==> src/rtl/lsu_bus_adapter.sv <==
// Load/store unit bridging the MEM stage to a valid/ready data-memory bus.
// Aligns store data and byte strobes onto a BUS_W-wide bus, extracts and
// sign/zero-extends load data, flags misaligned accesses and bus timeouts.
// Optional feature macro: LSU_MISALIGN_SPLIT_EN -- when defined, misaligned
// accesses are carried out on the bus (split into two beats when they cross
// a bus word) instead of completing with a misalignment error.

package common;
    typedef enum logic [3:0] {
        MEM_NONE = 4'h0,
        MEM_LB   = 4'h1,
        MEM_LH   = 4'h2,
        MEM_LW   = 4'h3,
        MEM_LBU  = 4'h4,
        MEM_LHU  = 4'h5,
        MEM_SB   = 4'h6,
        MEM_SH   = 4'h7,
        MEM_SW   = 4'h8
    } mem_type_e;
endpackage

module lsu_bus_adapter #(
    parameter int unsigned ADDR_W         = 32,
    parameter int unsigned BUS_W          = 32,
    parameter int unsigned TIMEOUT_CYCLES = 64
) (
    input  logic                  clk,
    input  logic                  rst,
    input  logic                  req_valid,
    output logic                  req_ready,
    input  logic [3:0]            req_type,
    input  logic [ADDR_W-1:0]     req_addr,
    input  logic [31:0]           req_wdata,
    output logic                  rsp_valid,
    output logic [31:0]           rsp_rdata,
    output logic [1:0]            rsp_err,
    output logic                  mem_req_valid,
    input  logic                  mem_req_ready,
    output logic                  mem_we,
    output logic [ADDR_W-1:0]     mem_addr,
    output logic [BUS_W-1:0]      mem_wdata,
    output logic [BUS_W/8-1:0]    mem_wstrb,
    input  logic                  mem_rsp_valid,
    input  logic [BUS_W-1:0]      mem_rdata
);
    import common::*;

    localparam int unsigned BUS_B   = BUS_W / 8;
    localparam int unsigned OFF_W   = $clog2(BUS_B);
    localparam int unsigned CNT_W   = (TIMEOUT_CYCLES < 2) ? 1 : $clog2(TIMEOUT_CYCLES);
    localparam int unsigned TO_LAST = (TIMEOUT_CYCLES == 0) ? 0 : TIMEOUT_CYCLES - 1;
`ifdef LSU_MISALIGN_SPLIT_EN
    // Two bus words of alignment room so a crossing access lands in the upper half.
    localparam int unsigned SPAN    = 2;
`else
    localparam int unsigned SPAN    = 1;
`endif

    localparam logic [1:0] ERR_OK  = 2'b00;
    localparam logic [1:0] ERR_MIS = 2'b01;
    localparam logic [1:0] ERR_TO  = 2'b10;

    typedef enum logic [2:0] {
        S_IDLE,
        S_REQ,
        S_WAIT,
        S_DONE
`ifdef LSU_MISALIGN_SPLIT_EN
        , S_REQ2,
        S_WAIT2
`endif
    } state_e;

    state_e                    r_state;
    logic [CNT_W-1:0]          r_cnt;
    logic                      r_we;
    logic [1:0]                r_size;
    logic                      r_sign;
    logic [OFF_W-1:0]          r_off;
`ifdef LSU_MISALIGN_SPLIT_EN
    logic                      r_cross;
    logic [BUS_W-1:0]          r_lo;
    logic [BUS_W-1:0]          r_wdata_hi;
    logic [BUS_B-1:0]          r_strb_hi;
`endif

    logic                      w_is_mem;
    logic                      w_we;
    logic                      w_sign;
    logic [1:0]                w_size;
    logic [3:0]                w_mask;
    logic [OFF_W-1:0]          w_off;
    logic [ADDR_W-1:0]         w_base;
    logic [SPAN*BUS_B-1:0]     w_strb_wide;
    logic [SPAN*BUS_W-1:0]     w_wdata_wide;
    logic                      w_fast;
    logic                      w_timeout;
    logic [SPAN*BUS_W-1:0]     w_rd_single;
`ifdef LSU_MISALIGN_SPLIT_EN
    logic                      w_cross;
    logic [SPAN*BUS_W-1:0]     w_rd_pair;
`else
    logic                      w_misal;
`endif

    // Shift the addressed bytes down, then truncate and extend to the access size.
    function automatic logic [31:0] f_load(input logic [SPAN*BUS_W-1:0] wide,
                                           input logic [OFF_W-1:0]      off,
                                           input logic [1:0]            size,
                                           input logic                  sgn);
        logic [31:0] x;
        x = 32'(wide >> {off, 3'b000});
        case (size)
            2'd0:    x = {{24{sgn & x[7]}}, x[7:0]};
            2'd1:    x = {{16{sgn & x[15]}}, x[15:0]};
            default: ;
        endcase
        return x;
    endfunction

    // Decode the incoming access type and pre-compute bus alignment for it.
    always_comb begin
        w_is_mem = 1'b1;
        w_we     = 1'b0;
        w_sign   = 1'b0;
        w_size   = 2'd0;
        case (req_type)
            MEM_LB:  w_sign = 1'b1;
            MEM_LBU: ;
            MEM_LH:  begin w_size = 2'd1; w_sign = 1'b1; end
            MEM_LHU: w_size = 2'd1;
            MEM_LW:  w_size = 2'd2;
            MEM_SB:  w_we = 1'b1;
            MEM_SH:  begin w_we = 1'b1; w_size = 2'd1; end
            MEM_SW:  begin w_we = 1'b1; w_size = 2'd2; end
            default: w_is_mem = 1'b0;
        endcase
        case (w_size)
            2'd0:    w_mask = 4'h1;
            2'd1:    w_mask = 4'h3;
            default: w_mask = 4'hF;
        endcase
        w_off        = req_addr[OFF_W-1:0];
        w_base       = req_addr & ~ADDR_W'(BUS_B - 1);
        w_strb_wide  = (SPAN*BUS_B)'(w_mask) << w_off;
        w_wdata_wide = (SPAN*BUS_W)'(req_wdata) << {w_off, 3'b000};
`ifdef LSU_MISALIGN_SPLIT_EN
        w_cross      = |w_strb_wide[SPAN*BUS_B-1:BUS_B];
        w_fast       = !w_is_mem;
`else
        w_misal      = ((w_size == 2'd1) && req_addr[0]) ||
                       ((w_size == 2'd2) && (req_addr[1:0] != 2'b00));
        w_fast       = !w_is_mem || w_misal;
`endif
    end

    // Timeout is the last permitted WAIT cycle passing with no response.
    always_comb begin
        w_timeout   = (TIMEOUT_CYCLES != 0) && (r_cnt == CNT_W'(TO_LAST));
        w_rd_single = (SPAN*BUS_W)'(mem_rdata);
`ifdef LSU_MISALIGN_SPLIT_EN
        w_rd_pair   = {mem_rdata, r_lo};
`endif
    end

    // Request FSM with all handshake and response outputs registered.
    always_ff @(posedge clk) begin
        if (rst) begin
            r_state       <= S_IDLE;
            req_ready     <= 1'b1;
            rsp_valid     <= 1'b0;
            rsp_rdata     <= '0;
            rsp_err       <= '0;
            mem_req_valid <= 1'b0;
            mem_we        <= 1'b0;
            mem_addr      <= '0;
            mem_wdata     <= '0;
            mem_wstrb     <= '0;
            r_cnt         <= '0;
            r_we          <= 1'b0;
            r_size        <= '0;
            r_sign        <= 1'b0;
            r_off         <= '0;
`ifdef LSU_MISALIGN_SPLIT_EN
            r_cross       <= 1'b0;
            r_lo          <= '0;
            r_wdata_hi    <= '0;
            r_strb_hi     <= '0;
`endif
        end else begin
            rsp_valid <= 1'b0;
            case (r_state)
                S_IDLE: begin
                    if (req_valid) begin
                        req_ready <= 1'b0;
                        r_we      <= w_we;
                        r_size    <= w_size;
                        r_sign    <= w_sign;
                        r_off     <= w_off;
                        if (w_fast) begin
                            r_state   <= S_DONE;
                            rsp_valid <= 1'b1;
                            rsp_rdata <= '0;
                            rsp_err   <= w_is_mem ? ERR_MIS : ERR_OK;
                        end else begin
                            r_state       <= S_REQ;
                            r_cnt         <= '0;
                            mem_req_valid <= 1'b1;
                            mem_we        <= w_we;
                            mem_addr      <= w_base;
                            mem_wdata     <= w_we ? w_wdata_wide[BUS_W-1:0] : '0;
                            mem_wstrb     <= w_we ? w_strb_wide[BUS_B-1:0] : '0;
`ifdef LSU_MISALIGN_SPLIT_EN
                            r_cross       <= w_cross;
                            r_wdata_hi    <= w_we ? w_wdata_wide[SPAN*BUS_W-1:BUS_W] : '0;
                            r_strb_hi     <= w_we ? w_strb_wide[SPAN*BUS_B-1:BUS_B] : '0;
`endif
                        end
                    end
                end
                S_REQ: begin
                    if (mem_req_ready) begin
                        mem_req_valid <= 1'b0;
                        r_state       <= S_WAIT;
                    end
                end
                S_WAIT: begin
                    if (mem_rsp_valid) begin
`ifdef LSU_MISALIGN_SPLIT_EN
                        // Low beat done; keep its data and issue the high beat.
                        if (r_cross) begin
                            r_lo          <= mem_rdata;
                            r_cnt         <= '0;
                            r_state       <= S_REQ2;
                            mem_req_valid <= 1'b1;
                            mem_addr      <= mem_addr + ADDR_W'(BUS_B);
                            mem_wdata     <= r_wdata_hi;
                            mem_wstrb     <= r_strb_hi;
                        end else
`endif
                        begin
                            r_state   <= S_DONE;
                            rsp_valid <= 1'b1;
                            rsp_err   <= ERR_OK;
                            rsp_rdata <= r_we ? '0 : f_load(w_rd_single, r_off, r_size, r_sign);
                        end
                    end else if (w_timeout) begin
                        r_state   <= S_DONE;
                        rsp_valid <= 1'b1;
                        rsp_err   <= ERR_TO;
                        rsp_rdata <= '0;
                    end else begin
                        r_cnt <= r_cnt + CNT_W'(1);
                    end
                end
`ifdef LSU_MISALIGN_SPLIT_EN
                S_REQ2: begin
                    if (mem_req_ready) begin
                        mem_req_valid <= 1'b0;
                        r_state       <= S_WAIT2;
                    end
                end
                S_WAIT2: begin
                    if (mem_rsp_valid) begin
                        r_state   <= S_DONE;
                        rsp_valid <= 1'b1;
                        rsp_err   <= ERR_OK;
                        rsp_rdata <= r_we ? '0 : f_load(w_rd_pair, r_off, r_size, r_sign);
                    end else if (w_timeout) begin
                        r_state   <= S_DONE;
                        rsp_valid <= 1'b1;
                        rsp_err   <= ERR_TO;
                        rsp_rdata <= '0;
                    end else begin
                        r_cnt <= r_cnt + CNT_W'(1);
                    end
                end
`endif
                S_DONE: begin
                    r_state   <= S_IDLE;
                    req_ready <= 1'b1;
                    rsp_rdata <= '0;
                    rsp_err   <= '0;
                end
                default: begin
                    r_state   <= S_IDLE;
                    req_ready <= 1'b1;
                end
            endcase
        end
    end

endmodule

==> config.mk <==
export PLATFORM = sky130hd
export DESIGN_NAME = lsu_bus_adapter
export DESIGN_NICKNAME = d
export VERILOG_FILES = /design/src/rtl/lsu_bus_adapter.sv
export SDC_FILE = /design/constraint.sdc
export NUM_CORES = 1
export LEC_CHECK = 0
export CORE_ASPECT_RATIO = 0.5
export CORE_UTILIZATION = 49
export CTS_CLUSTER_DIAMETER = 120
export DETAILED_ROUTE_END_ITERATION = 10
export GPL_TIMING_DRIVEN = 0
export PLACE_DENSITY = 0.91
export SLEW_MARGIN = 30
export SYNTH_ARGS = -nofsm -noshare
export SYNTH_HDL_FRONTEND = slang
export SYNTH_SLANG_ARGS = --single-unit
==> constraint.sdc <==
create_clock -name clk -period 4.6 [get_ports clk]
set_input_delay 0.92 -clock clk [delete_from_list [all_inputs] [get_ports clk]]
set_output_delay 0.92 -clock clk [all_outputs]
set_load 0.01 [all_outputs]
==> flow_metrics.env, run 1 <==
export IMPL_antenna_found_initial=0
export IMPL_drive_gt1_share_pct=12.8
export IMPL_reg2reg_to="mem_wdata[23]$_SDFFE_PP0P_"
export IMPL_final_cells=1035
export IMPL_wl_met1_um=8010
export IMPL_critPathCapture="rsp_rdata[16]$_SDFFE_PP0P_"
export IMPL_syn_inst=639
export IMPL_io_buffers=204
export IMPL_drv_cap=0
export IMPL_rsz0062_at_grt="false"
export IMPL_postCtsHoldBufs=0
export IMPL_arrival_ns=3.41
export IMPL_syn_area_um2=5810
export IMPL_post_cts_resized=0
export IMPL_setup_viol=0
export IMPL_hp_class="reg2reg"
export IMPL_switching_share_pct=31.1
export IMPL_path_delay_family="buffers and inverters"
export IMPL_ys_flop_type="dfxtp_1"
export IMPL_crit_path_start="req_type[3]"
export IMPL_core_area_um2=11200
export IMPL_grt_ovfl_total=0
export IMPL_htree_levels=4
export IMPL_seqPwrFrac_pct=32.3
export IMPL_slew_viol_final=0
export IMPL_cp_required_ns=4.86
export IMPL_outcome="finished clean"
export IMPL_max_slew_margin_pct=53.1
export IMPL_cp_depth=8
export IMPL_firstDrtPassIters=5
export IMPL_root_buffer="clkbuf_16"
export IMPL_cts_tree="done"
export IMPL_placed_cells=1003
export IMPL_syn_avg_cell_area_um2=9.09
export IMPL_worstMarginPinSlew_ns=0.703
export IMPL_seq_area_frac_synth_pct=40.7
export IMPL_cts_buffer_depth=2
export IMPL_yosysTopAreaCell="dfxtp_1"
export IMPL_die_w_um=156
export IMPL_grt_max_degree=17
export IMPL_grt_usage_pct=32.0
export IMPL_clock_power_share_pct=39.0
export IMPL_met2WireLength_um=9410
export IMPL_synth_ff_latch_count=118
export IMPL_area_delta_synth_final_pct=49.4
export IMPL_via_count=6100
export IMPL_power_leakage_nw=3.09
export IMPL_viasPerCell=5.89
export IMPL_die_area_um2=12300
export IMPL_cp_cell_sequence="clkdlybuf4s50_1, buf_2, nor2b_1, o21ai_2, a41oi_1, nor2_1, clkbuf_1, a31oi_1"
export IMPL_start_util_pct=51.6
export IMPL_drcViolationCount=0
export IMPL_r2r_start="r_state[0]$_SDFFE_PP0P_"
export IMPL_placed_area_um2=8060
export IMPL_gp_congestion=0.953
export IMPL_p_sw_w=0.00112
export IMPL_cp_start_kind="input pin"
export IMPL_ys_warn_count=0
export IMPL_io_pins=211
export IMPL_fin_crit_sh_pct=68.4
export IMPL_slowest_delay_ns=0.48
export IMPL_worstHoldStart="mem_addr[25]$_SDFFE_PP0P_"
export IMPL_top_layer_used="met4"
export IMPL_worstPathBufferInverterCount=3
export IMPL_endpoint_kind="register"
export IMPL_clk_latency_ns=0.41
export IMPL_clkTransAtPathRegs_ns=0.05
export IMPL_skew_ns=0.00831
export IMPL_period_minus_slack_ns=3.15
export IMPL_async_flop_share_pct=0
export IMPL_ir_drop_mv=0.315
export IMPL_wl_per_cell_um=18.9
export IMPL_power_density_nw_per_um2=414
export IMPL_reg2regPathDepth=8
export IMPL_clock_sinks=118
export IMPL_intPower_w=0.00248
export IMPL_yosysMostFrequentCell="dfxtp_1"
export IMPL_synth_top_area_share_pct=40.7
export IMPL_final_cell_area_um2=8680
export IMPL_cp_slowest_cell="clkdlybuf4s50_1"
export IMPL_finalHoldViolCount=0
export IMPL_grt_pass1_wl_um=30700
export IMPL_synth_edf_count=0
export IMPL_setup_tns_ns=0
export IMPL_wl_met3_um=1680
export IMPL_grt_pass1_vias=5975
export IMPL_ant_nets=0
export IMPL_post_cts_buffers=0
export IMPL_finalWirelength_um=19600
export IMPL_yosysUniqueCellTypes=68
export IMPL_crit_type="in2reg"
export IMPL_nets=974
export IMPL_rows=27
export IMPL_yosys_top_cells_area="dfxtp_1 (41%), nand2_1 (7.1%), mux2i_1 (4.3%), a21oi_1 (4.0%), mux4_2 (3.9%)"
export IMPL_crit_fanout=10
export IMPL_rrSetupSlack_ns=2.00
export IMPL_fin_hold_ws_ns=0.450
export IMPL_synth_common_cells="dfxtp_1 (118), nand2_1 (110), a21oi_1 (46)"
export IMPL_cts_made_buffers=17
export IMPL_antenna_cells=0
export IMPL_max_freq_ghz=0.318
export IMPL_pwr_share_comb_pct=28.8
export IMPL_dpl_hpwl_um=14000
export IMPL_drt_iter0_drc=450
export IMPL_dieHeight_um=79.0
==> worst min path at each step <==
stage | end | depth (start not counted)
floorplan | r_we$_SDFFE_PP0P_ | 2
global placement | mem_wstrb[0]$_SDFFE_PP0P_ | 1
detailed placement | mem_addr[25]$_SDFFE_PP0P_ | 2
CTS | mem_addr[25]$_SDFFE_PP0P_ | 2
global route | mem_addr[24]$_SDFFE_PP0P_ | 2
finish | mem_addr[25]$_SDFFE_PP0P_ | 2
==> routing by layer <==
metal	vias to the layer above	GRT usage [%]
met5	-	0
met4	0	12.5
met3	52	8.79
met2	325	54.2
met1	2905	39.0
li1	2818	-
==> logic make-up after synthesis <==
logic type               share of synthesized area (%)
AO/OA/AOI/OAI                                     25.3
XOR/XNOR                                         0.302
adder cells (fa/ha/maj)                           1.08
buffers and inverters                             5.06
flip-flops                                        40.7
multiplexers                                      11.3
other                                           0.0646
AND/OR/NAND/NOR                                   16.3
==> cells in the final DEF (no fill, tap or decap), types with 9 or more instances in the layout <==
cell	n
clkdlybuf4s50_1	204
dfxtp_1	118
nand2_1	110
a21oi_1	46
clkbuf_1	30
mux2i_1	25
nor2_1	22
nor3_1	20
buf_2	19
o211ai_1	19
o21ai_0	17
clkbuf_16	17
mux2_2	16
o21ai_1	15
a22oi_1	15
mux4_2	10
a21boi_0	9
nand4_1	9
==> worst register-to-register path: stages, from the launching register on <==
cell and delay, ns:
dfxtp_1 0.35, inv_1 0.11, ha_1 0.17, clkbuf_1 0.34, nand2_1 0.31, a31oi_2 0.36
nor2_1 0.23, buf_2 0.26, a221o_1 0.36
==> area by class of cell <==
| class | count | area, µm² |
|---|---|---|
| clock buffers | 21 | 460 |
| well taps | 159 | 199 |
| multi-input cells | 457 | 3160 |
| plain buffers | 57 | 264 |
| flip-flops and latches | 118 | 2360 |
| repair buffers | 205 | 2050 |
| fillers | 781 | 2570 |
| clock inverters | 10 | 153 |
| inverters | 8 | 30.0 |
==> power groups by stage <==
stage	Sequential [W]	Clock [W]	Combinational, W
detailed placement	0.00118	0	0.000989
global placement	0.00117	0	0.000964
global route	0.00117	0.00146	0.00111
finish	0.00116	0.00140	0.00103
CTS	0.00116	0.00141	0.00101
floorplan	0.00120	0	0.000567
==> stage by stage <==
stage                     worst slack, ns  utilization (%)  power (W)
after detailed placement             1.14             71.6    0.00217
final                                1.45             77.1    0.00360
after CTS                            1.53             77.1    0.00357
after global placement               1.25             71.6    0.00214
after floorplan                      2.10                -    0.00177
after global routing                 1.36             77.1    0.00373
==> sequential cells by signal, summed over array words and instances, names as in the netlist <==
signal / count
r_we: 1
r_state: 2
r_sign: 1
r_size: 2
r_cnt: 6
mem_we: 1
mem_wdata: 32
req_ready: 1
mem_addr: 30
mem_req_valid: 1
rsp_rdata: 32
rsp_err: 2
mem_wstrb: 4
r_off: 2
rsp_valid: 1
Power figures use the tool's default switching activity.
==> run 2, diff against run 1 <==
--- a/config.mk
+++ b/config.mk
@@ -6,11 +6,11 @@
 export NUM_CORES = 1
 export LEC_CHECK = 0
 export CORE_ASPECT_RATIO = 0.5
-export CORE_UTILIZATION = 49
+export CORE_UTILIZATION = 45
 export CTS_CLUSTER_DIAMETER = 120
 export DETAILED_ROUTE_END_ITERATION = 10
 export GPL_TIMING_DRIVEN = 0
-export PLACE_DENSITY = 0.91
+export PLACE_DENSITY = 0.85
 export SLEW_MARGIN = 30
 export SYNTH_ARGS = -nofsm -noshare
 export SYNTH_HDL_FRONTEND = slang
==> constraint.sdc (replaced) <==
create_clock -name clk -period 3.1 [get_ports clk]
set_input_delay 0.62 -clock clk [delete_from_list [all_inputs] [get_ports clk]]
set_output_delay 0.62 -clock clk [all_outputs]
set_load 0.01 [all_outputs]
==> run 2 against run 1 <==
Against the previous run:
- power increased by 42%
- sequential power increased by 48%
- critical path depth unchanged
- first-iteration DRC count increased by 6.4%
- clock skew decreased by 0.0015 ns
- worst setup slack got worse by 1.2 ns
- critical path type unchanged
==> flow_metrics.env, run 2 (synthesis results as in run 1) <==
export IMPL_dieHeight_um=82.3
export IMPL_finalHoldViolCount=0
export IMPL_setup_viol=0
export IMPL_final_common_cell="clkdlybuf4s50_1"
export IMPL_grt_use_met2_pct=48.0
export IMPL_reg_top3="mem_wdata (32), rsp_rdata (32), mem_addr (30)"
export IMPL_drt_iter0_drc=479
export IMPL_outcome="finished clean"
export IMPL_grt_usage_pct=28.1
export IMPL_max_slew_margin_pct=38.8
export IMPL_period_minus_slack_ns=2.81
export IMPL_final_core_util_pct=70.8
export IMPL_clock_sinks=118
export IMPL_viasPerCell=5.76
export IMPL_drive_gt1_share_pct=12.6
export IMPL_finalWirelength_um=18900
export IMPL_power_w=0.00512
export IMPL_nets=973
export IMPL_cp_cell_sequence="clkdlybuf4s50_1, buf_2, nor2b_1, o21ai_2, a41oi_1, nor2_1, clkbuf_1, a31oi_1"
export IMPL_slew_viol_final=0
export IMPL_worstMarginPinSlew_ns=0.918
export IMPL_ir_drop_mv=0.386
export IMPL_core_area_um2=12200
export IMPL_start_util_pct=47.6
export IMPL_io_buffers=204
export IMPL_skew_ns=0.00677
export IMPL_final_cell_area_um2=8640
export IMPL_grt_max_degree=17
export IMPL_cts_buffer_depth=2
export IMPL_hp_class="reg2reg"
export IMPL_grt_pass1_vias=5716
export IMPL_grt_util_met1_pct=35.1
export IMPL_slowest_delay_ns=0.49
export IMPL_arrival_ns=3.07
export IMPL_grt_pass1_wl_um=29200
export IMPL_die_w_um=163
export IMPL_rows=28
export IMPL_endpoint_kind="register"
export IMPL_post_cts_resized=0
export IMPL_io_pins=211
export IMPL_post_cts_buffers=0
export IMPL_max_freq_ghz=0.356
export IMPL_gr_usage_met3_pct=6.99
export IMPL_cts_made_buffers=17
export IMPL_grt_ovfl_total=0
export IMPL_ant_nets=0
export IMPL_antenna_found_initial=0
export IMPL_antenna_cells=0
export IMPL_mostFrequentLayoutCells="clkdlybuf4s50_1 (204), dfxtp_1 (118), nand2_1 (110)"
export IMPL_grt_busiest_layer="met2"
export IMPL_drcViolationCount=0
export IMPL_cts_tree="done"
export IMPL_rsz0062_at_grt="false"
export IMPL_firstDrtPassIters=5
export IMPL_die_area_um2=13400
export IMPL_drv_cap=0
export IMPL_area_delta_synth_final_pct=48.7
export IMPL_placed_area_um2=8060
export IMPL_cp_slowest_cell="clkdlybuf4s50_1"
export IMPL_cp_start_kind="input pin"
export IMPL_setup_tns_ns=0
export IMPL_gp_congestion=0.893
export IMPL_fin_crit_sh_pct=90.5
export IMPL_htree_levels=4
export IMPL_via_count=6000
export IMPL_power_leakage_nw=3.07
export IMPL_crit_fanout=10
export IMPL_dpl_hpwl_um=13900
export IMPL_power_density_nw_per_um2=593
export IMPL_crit_type="in2reg"
export IMPL_postCtsHoldBufs=0
export IMPL_clkTransAtPathRegs_ns=0.05
export IMPL_clk_latency_ns=0.41
export IMPL_cp_required_ns=3.36
export IMPL_wl_per_cell_um=18.1
export IMPL_root_buffer="clkbuf_16"
run 2: cell count changes in the layout (fill, tap and decap cells not counted), sizes merged:
cell    change
bufinv      -2
clkbuf      +1
clkinv      +1
run 2: metrics by stage:
stage          worst slack (ns)  cells  hold slack (ns)
6_report                  0.294   1041            0.452
4_1_cts                   0.400   1041            0.453
3_3_place_gp             0.0442   1009            0.439
2_1_floorplan             0.899    640            0.436
5_1_grt                   0.184   1041            0.465
3_5_place_dp            -0.0136   1009            0.446
run 2: cell type report:
class,instances,area (µm²)
clock inverters,9,101
multi-input cells,457,3160
repair buffers,204,2040
fillers,951,3550
inverters,8,30.0
clock buffers,23,468
well taps,165,206
flip-flops and latches,118,2360
plain buffers,57,264
run 2: path summary, 6_finish.rpt:
check | start | endpoint | slack (ns) | cells past startpoint
max | req_type[3] | rsp_rdata[19]$_SDFFE_PP0P_ | 0.29 | 8
min | mem_addr[15]$_SDFFE_PP0P_ | mem_addr[15]$_SDFFE_PP0P_ | 0.45 | 2
max reg2reg | r_state[0]$_SDFFE_PP0P_ | r_cnt[0]$_SDFFE_PP0P_ | 0.53 | 8
min reg2reg | mem_addr[15]$_SDFFE_PP0P_ | mem_addr[15]$_SDFFE_PP0P_ | 0.45 | 2
run 2: report_power, final:
| part | internal, W | switching, W | leakage, nW |
|---|---|---|---|
| combinational | 0.000653 | 0.000849 | 1.83 |
| clock | 0.00122 | 0.000682 | 0.281 |
| sequential | 0.00164 | 0.0000765 | 0.956 |
| total | 0.00351 | 0.00161 | 3.07 |
run 2: worst max-delay path: cells and delay by family:
family	cells	cell delay (ns)
AO/OA/AOI/OAI	3	0.78
buffers and inverters	3	1.16
AND/OR/NAND/NOR	2	0.51
run 2: per-layer routing:
layer  part of all wire (%)  routed length (µm)
met1                     43                8060
met2                     47                8840
met3                    9.1                1710
met4                    1.3                 250
met5                      0                   0
==> run 3, diff against run 2 <==
--- a/config.mk
+++ b/config.mk
@@ -11,6 +11,7 @@
 export DETAILED_ROUTE_END_ITERATION = 10
 export GPL_TIMING_DRIVEN = 0
 export PLACE_DENSITY = 0.85
+export SKIP_LAST_GASP = 1
 export SLEW_MARGIN = 30
 export SYNTH_ARGS = -nofsm -noshare
 export SYNTH_HDL_FRONTEND = slang
==> results of run 3 <==
Final layout, timing and power as in run 2 (identical DEF).
